File: src/rtl/zigzag_buf.sv
// rtl/zigzag_buf.sv - ping-pong 8x8 row buffer emitting coefficients in JPEG zigzag order
module zigzag_buf #(
    parameter int QW = 15
) (
    input  logic            clk,
    input  logic            resetn,
    input  logic [8*QW-1:0] d,
    input  logic [2:0]      d_cnt,
    input  logic            d_valid,
    output logic            d_hold,
    output logic [QW-1:0]   q,
    output logic [5:0]      q_idx,
    output logic            q_last,
    output logic            q_valid,
    input  logic            q_hold
);

    // Zigzag transfer index -> raster index (row*8+col) within a block.
    localparam logic [5:0] ZZ [0:63] = '{
        6'd0,  6'd1,  6'd8,  6'd16, 6'd9,  6'd2,  6'd3,  6'd10,
        6'd17, 6'd24, 6'd32, 6'd25, 6'd18, 6'd11, 6'd4,  6'd5,
        6'd12, 6'd19, 6'd26, 6'd33, 6'd40, 6'd48, 6'd41, 6'd34,
        6'd27, 6'd20, 6'd13, 6'd6,  6'd7,  6'd14, 6'd21, 6'd28,
        6'd35, 6'd42, 6'd49, 6'd56, 6'd57, 6'd50, 6'd43, 6'd36,
        6'd29, 6'd22, 6'd15, 6'd23, 6'd30, 6'd37, 6'd44, 6'd51,
        6'd58, 6'd59, 6'd52, 6'd45, 6'd38, 6'd31, 6'd39, 6'd46,
        6'd53, 6'd60, 6'd61, 6'd54, 6'd47, 6'd55, 6'd62, 6'd63
    };

    logic [QW-1:0] mem [0:127];
    logic [1:0]    wr_ptr;
    logic [1:0]    rd_ptr;
    logic [1:0]    wr_ptr_nxt;
    logic [1:0]    rd_ptr_nxt;
    logic          accept;
    logic          blk_done;
    logic          xfer;
    logic          rd_done;
    logic          load_first;
    logic          load_next;
    logic          rd_bank;
    logic [5:0]    next_idx;
    logic [6:0]    rd_addr;

    assign d_hold     = (wr_ptr[1] != rd_ptr[1]) && (wr_ptr[0] == rd_ptr[0]);
    assign accept     = d_valid & ~d_hold;
    assign blk_done   = accept && (d_cnt == 3'd7);
    assign xfer       = q_valid & ~q_hold;
    assign rd_done    = xfer && (q_idx == 6'd63);
    assign wr_ptr_nxt = wr_ptr + {1'b0, blk_done};
    assign rd_ptr_nxt = rd_ptr + {1'b0, rd_done};

    // A new block starts from the post-edge pointers so a block completing or
    // a bank freeing in this very cycle is seen without a bubble.
    always_comb begin
        load_next  = xfer && !rd_done;
        load_first = (!q_valid || rd_done) && (rd_ptr_nxt != wr_ptr_nxt);
        next_idx   = q_idx + 6'd1;
        rd_bank    = rd_ptr[0];
        if (load_first) begin
            next_idx = 6'd0;
            rd_bank  = rd_ptr_nxt[0];
        end
        rd_addr = {rd_bank, ZZ[next_idx]};
    end

    always_ff @(posedge clk) begin
        if (accept) begin
            for (int j = 0; j < 8; j++) begin
                mem[{wr_ptr[0], d_cnt, 3'(j)}] <= d[j*QW +: QW];
            end
        end
    end

    always_ff @(posedge clk) begin
        if (!resetn) begin
            wr_ptr  <= 2'd0;
            rd_ptr  <= 2'd0;
            q       <= '0;
            q_idx   <= 6'd0;
            q_last  <= 1'b0;
            q_valid <= 1'b0;
        end else begin
            wr_ptr <= wr_ptr_nxt;
            rd_ptr <= rd_ptr_nxt;
            if (load_first || load_next) begin
                q       <= mem[rd_addr];
                q_idx   <= next_idx;
                q_last  <= (next_idx == 6'd63);
                q_valid <= 1'b1;
            end else if (rd_done) begin
                q_idx   <= 6'd0;
                q_last  <= 1'b0;
                q_valid <= 1'b0;
            end
        end
    end

endmodule

File: config.mk
export PLATFORM = sky130hd
export DESIGN_NAME = zigzag_buf
export DESIGN_NICKNAME = d
export VERILOG_FILES = /design/src/rtl/zigzag_buf.sv
export SDC_FILE = /design/constraint.sdc
export NUM_CORES = 2
export LEC_CHECK = 0
export BUFFER_PORTS_ARGS = -buffer_cell sky130_fd_sc_hd__buf_2
export CORE_ASPECT_RATIO = 1.2
export CORE_MARGIN = 2
export CORE_UTILIZATION = 30
export DETAILED_ROUTE_END_ITERATION = 6
export PLACE_DENSITY = 0.43
export SLEW_MARGIN = 10
export SYNTH_ARGS = -nofsm -noshare
export SYNTH_HDL_FRONTEND = slang
export SYNTH_SLANG_ARGS = --single-unit
File: constraint.sdc
create_clock -name clk -period 15.1 [get_ports clk]
set_input_delay 0.755 -clock clk [delete_from_list [all_inputs] [get_ports clk]]
set_output_delay 0.755 -clock clk [all_outputs]
set_load 0.01 [all_outputs]
==> flow_summary.yaml <==
run_status:
  outcome: "finished, final reports clean"
pwr:
  combPwrFrac: 0.067
  pwr-share-clk: 0.417
  intPower_mw: 8.97
  power_switching_share: 0.232
  peakVddDrop_mv: 0.0746
  leakage_nw: 28.4
  fin_total_pwr_mw: 11.7
  seq_power_share: 0.517
  power_density_nw_per_um2: 132
  switching_power_mw: 2.71
drt:
  firstDrtPassIters: 6
  antenna_left: 0
  wl_per_instance_um: 28.4
  drt_wl_total_um: 261000
  drcViolationCount: 0
  detail_route.iter0.violations: 4354
  route.vias.total: 47600
  avgViaCountPerCell: 5.17
timing:
  clock_skew_ns: 0.0730
  clock.fmax_mhz: 115
  final.setup.tns_ns: 0
  min_period_ns: 8.67
  relSlewSlack: 0.155
  worstMarginPinSlew_ns: 1.26
  fin_crit_sh: 0.574
  final_max_slew_viol_count: 0
  setup_viol: 0
  timing_hold_violations_final: 0
  rsz0062_at_grt: "no"
floorplan:
  start_util: 0.301
  floorplan.core_area_um2: 257000
  floorplan.die.width_um: 468
  die_height_um: 561
  die_area_um2: 263000
  io_pins: 151
  fp-row-count: 204
critical_path:
  crit_required_ns: 15.89
  critPathSlowestCell: "dfxtp_1"
  timing.critical_path.to_type: "flip-flop"
  worst-endpoint-arrival_ns: 9.46
  path_class: "reg2reg"
  worstSetupStartpointType: "flip-flop"
  crit_path_max_incr_delay_ns: 0.79
  largest_driver_fanout_on_the_critical_path: 62
yosys:
  prevailing_post_synth_register_cell: "edfxtp_1"
  mappedNetlistNets: 5657
  syn_avg_cell_area_um2: 14.1
  async_reset_ff_frac: 0
  yosysWarnings: 0
  syn-instance-count: 5516
  synth.distinct_cells: 76
  ys_seq_elements: 1947
  synth_enable_flop_cells: 1920
  synth.yosys.seq_area_share: 0.750
  synthesis.area_um2: 77600
global_route:
  grt_start_max_net_pins: 141
  globalRouteOverflowTotal: 0
  globalRouteTotalUtil: 0.195
  antenna_violations_before_repair: 38
  grt_first_pass_wirelength_um: 367000
  via_count_of_the_first_global_routing_pass: 46600
place:
  dp_hpwl_um: 141000
  final_estimated_routing_congestion_in_global_placement: 0.786
  port_buffers: 150
clock_tree:
  root_buffer: "clkbuf_16"
  clkSlewWorstSetupHoldPaths_ns: 0.07
  insertion_delay_ns: 0.86
  tritoncts_clock_tree: "built"
  cts_hold_buffers: 0
  post_cts_resize_count: 0
  cts_buffer_depth: 4
  cts_setup_buffers: 0
  htree_num_levels: 4
  cts-buffers-inserted: 204
  cts_sinks: 1947
cells_and_area:
  finish.net_count: 5779
  layout-drive-gt1-share: 0.109
  nFillCells: 25000
  synthToLayoutAreaGrowth_pct: 14.2
hold_path:
  holdCritPathClass: "in2reg"
flow_run:
  maxCapViolCount: 0
[power groups by stage]
stage               clock network [mW]  registers (mW)  logic [mW]
global placement                     0            6.15       0.791
detailed placement                   0            6.15       0.796
finish                            4.87            6.03       0.779
CTS                               4.99            6.04       0.796
global route                      5.18            6.04       0.830
floorplan                            0            6.16       0.363
[cells in the mapped netlist, drive strengths merged, types with 15 or more instances]
master / n / area [um^2]
a211oi: 35 / 263
a21oi: 21 / 109
a221oi: 15 / 131
a31oi: 82 / 513
a32oi: 116 / 1020
and3: 150 / 938
buf: 183 / 968
clkbuf: 166 / 626
dfxtp: 27 / 541
edfxtp: 1920 / 57700
inv: 15 / 56.3
mux2: 45 / 507
mux2i: 283 / 2830
nand2: 1420 / 5330
nand3: 557 / 2790
nand4: 117 / 732
nor2: 52 / 200
nor3: 16 / 96.4
nor4: 18 / 113
o2111ai: 15 / 131
o21ai: 53 / 265
o22ai: 21 / 131
o31a: 15 / 131
o31ai: 17 / 133
o32ai: 16 / 148
[final cells by class]
cell class	instances	area, um^2	share of cell area
sequential	1947	58200	0.657
clock buffer	256	5340	0.0603
antenna	18	45.0	0.000508
inverter	16	60.1	0.000678
timing repair buffer	265	1710	0.0193
tap	3399	4250	0.0480
multi-input combinational	3204	18100	0.204
clock inverter	104	922	0.0104
[placed cells by master, fill, tap and decap left out, types with 51 or more instances in the layout]
| cell type | netlist | layout |
|---|---|---|
| a31oi_1 | 82 | 82 |
| a32oi_1 | 116 | 116 |
| and3_1 | 150 | 148 |
| buf_2 | 111 | 150 |
| buf_4 | 28 | 107 |
| clkbuf_16 | 0 | 206 |
| clkinv_1 | 1 | 51 |
| edfxtp_1 | 1920 | 1920 |
| mux2i_1 | 283 | 283 |
| nand2_1 | 1420 | 1417 |
| nand3_1 | 557 | 551 |
| nand4_1 | 117 | 117 |
[per-stage QoR]
step	hold slack [ns]	worst slack, ns	instances	utilization	area (um^2)
after global placement	0.538	6.57	8831	0.320	82300
after floorplan	0.496	5.06	5516	-	77600
after detailed placement	0.531	6.48	8831	0.320	82300
after CTS	0.286	6.42	9191	0.344	88500
after global routing	0.311	5.70	9192	0.344	88500
final	0.344	6.43	9209	0.344	88600
[final timing paths]
path	start	endpoint	slack, ns	cells past startpoint
max	q_idx[1]	q[4]	6.43	25
min	d[0]	mem[104][0]	0.34	1
max reg2reg	q_idx[1]	q[4]	6.43	25
min reg2reg	q_last	q_last	0.54	2
[registers in the layout, indices dropped and copies added, names as in the netlist]
register,cells
q,15
q_valid,1
mem,1920
rd_ptr,2
wr_ptr,2
q_idx,6
q_last,1
[worst max-delay path, delay by kind of cell (launching register included)]
| family | cells | cell delay [ns] |
|---|---|---|
| DFF | 1 | 0.79 |
| AOI/OAI and AO/OA | 7 | 2.72 |
| buffers and inverters | 5 | 2.07 |
| adders and majority gates | 3 | 0.90 |
| xor gates and xnor gates | 2 | 0.43 |
| and+or+nand+nor | 8 | 1.57 |
[logic make-up after synthesis]
logic type	synth area share
AO/OA/AOI/OAI	0.0453
multiplexers	0.0431
adder cells (fa/ha/maj)	0.00226
buffers and inverters	0.0213
XOR/XNOR	0.00203
flip-flops	0.750
AND/OR/NAND/NOR	0.136
[metal layers]
metal  global-route usage  vias up  wire length (um)
li1                     -    21000                 -
met1                0.258    24900            111000
met2                0.335     1346            130000
met3               0.0275      380             13700
met4               0.0510       12              6930
met5                    0        -                77
Power figures use the tool's default switching activity.
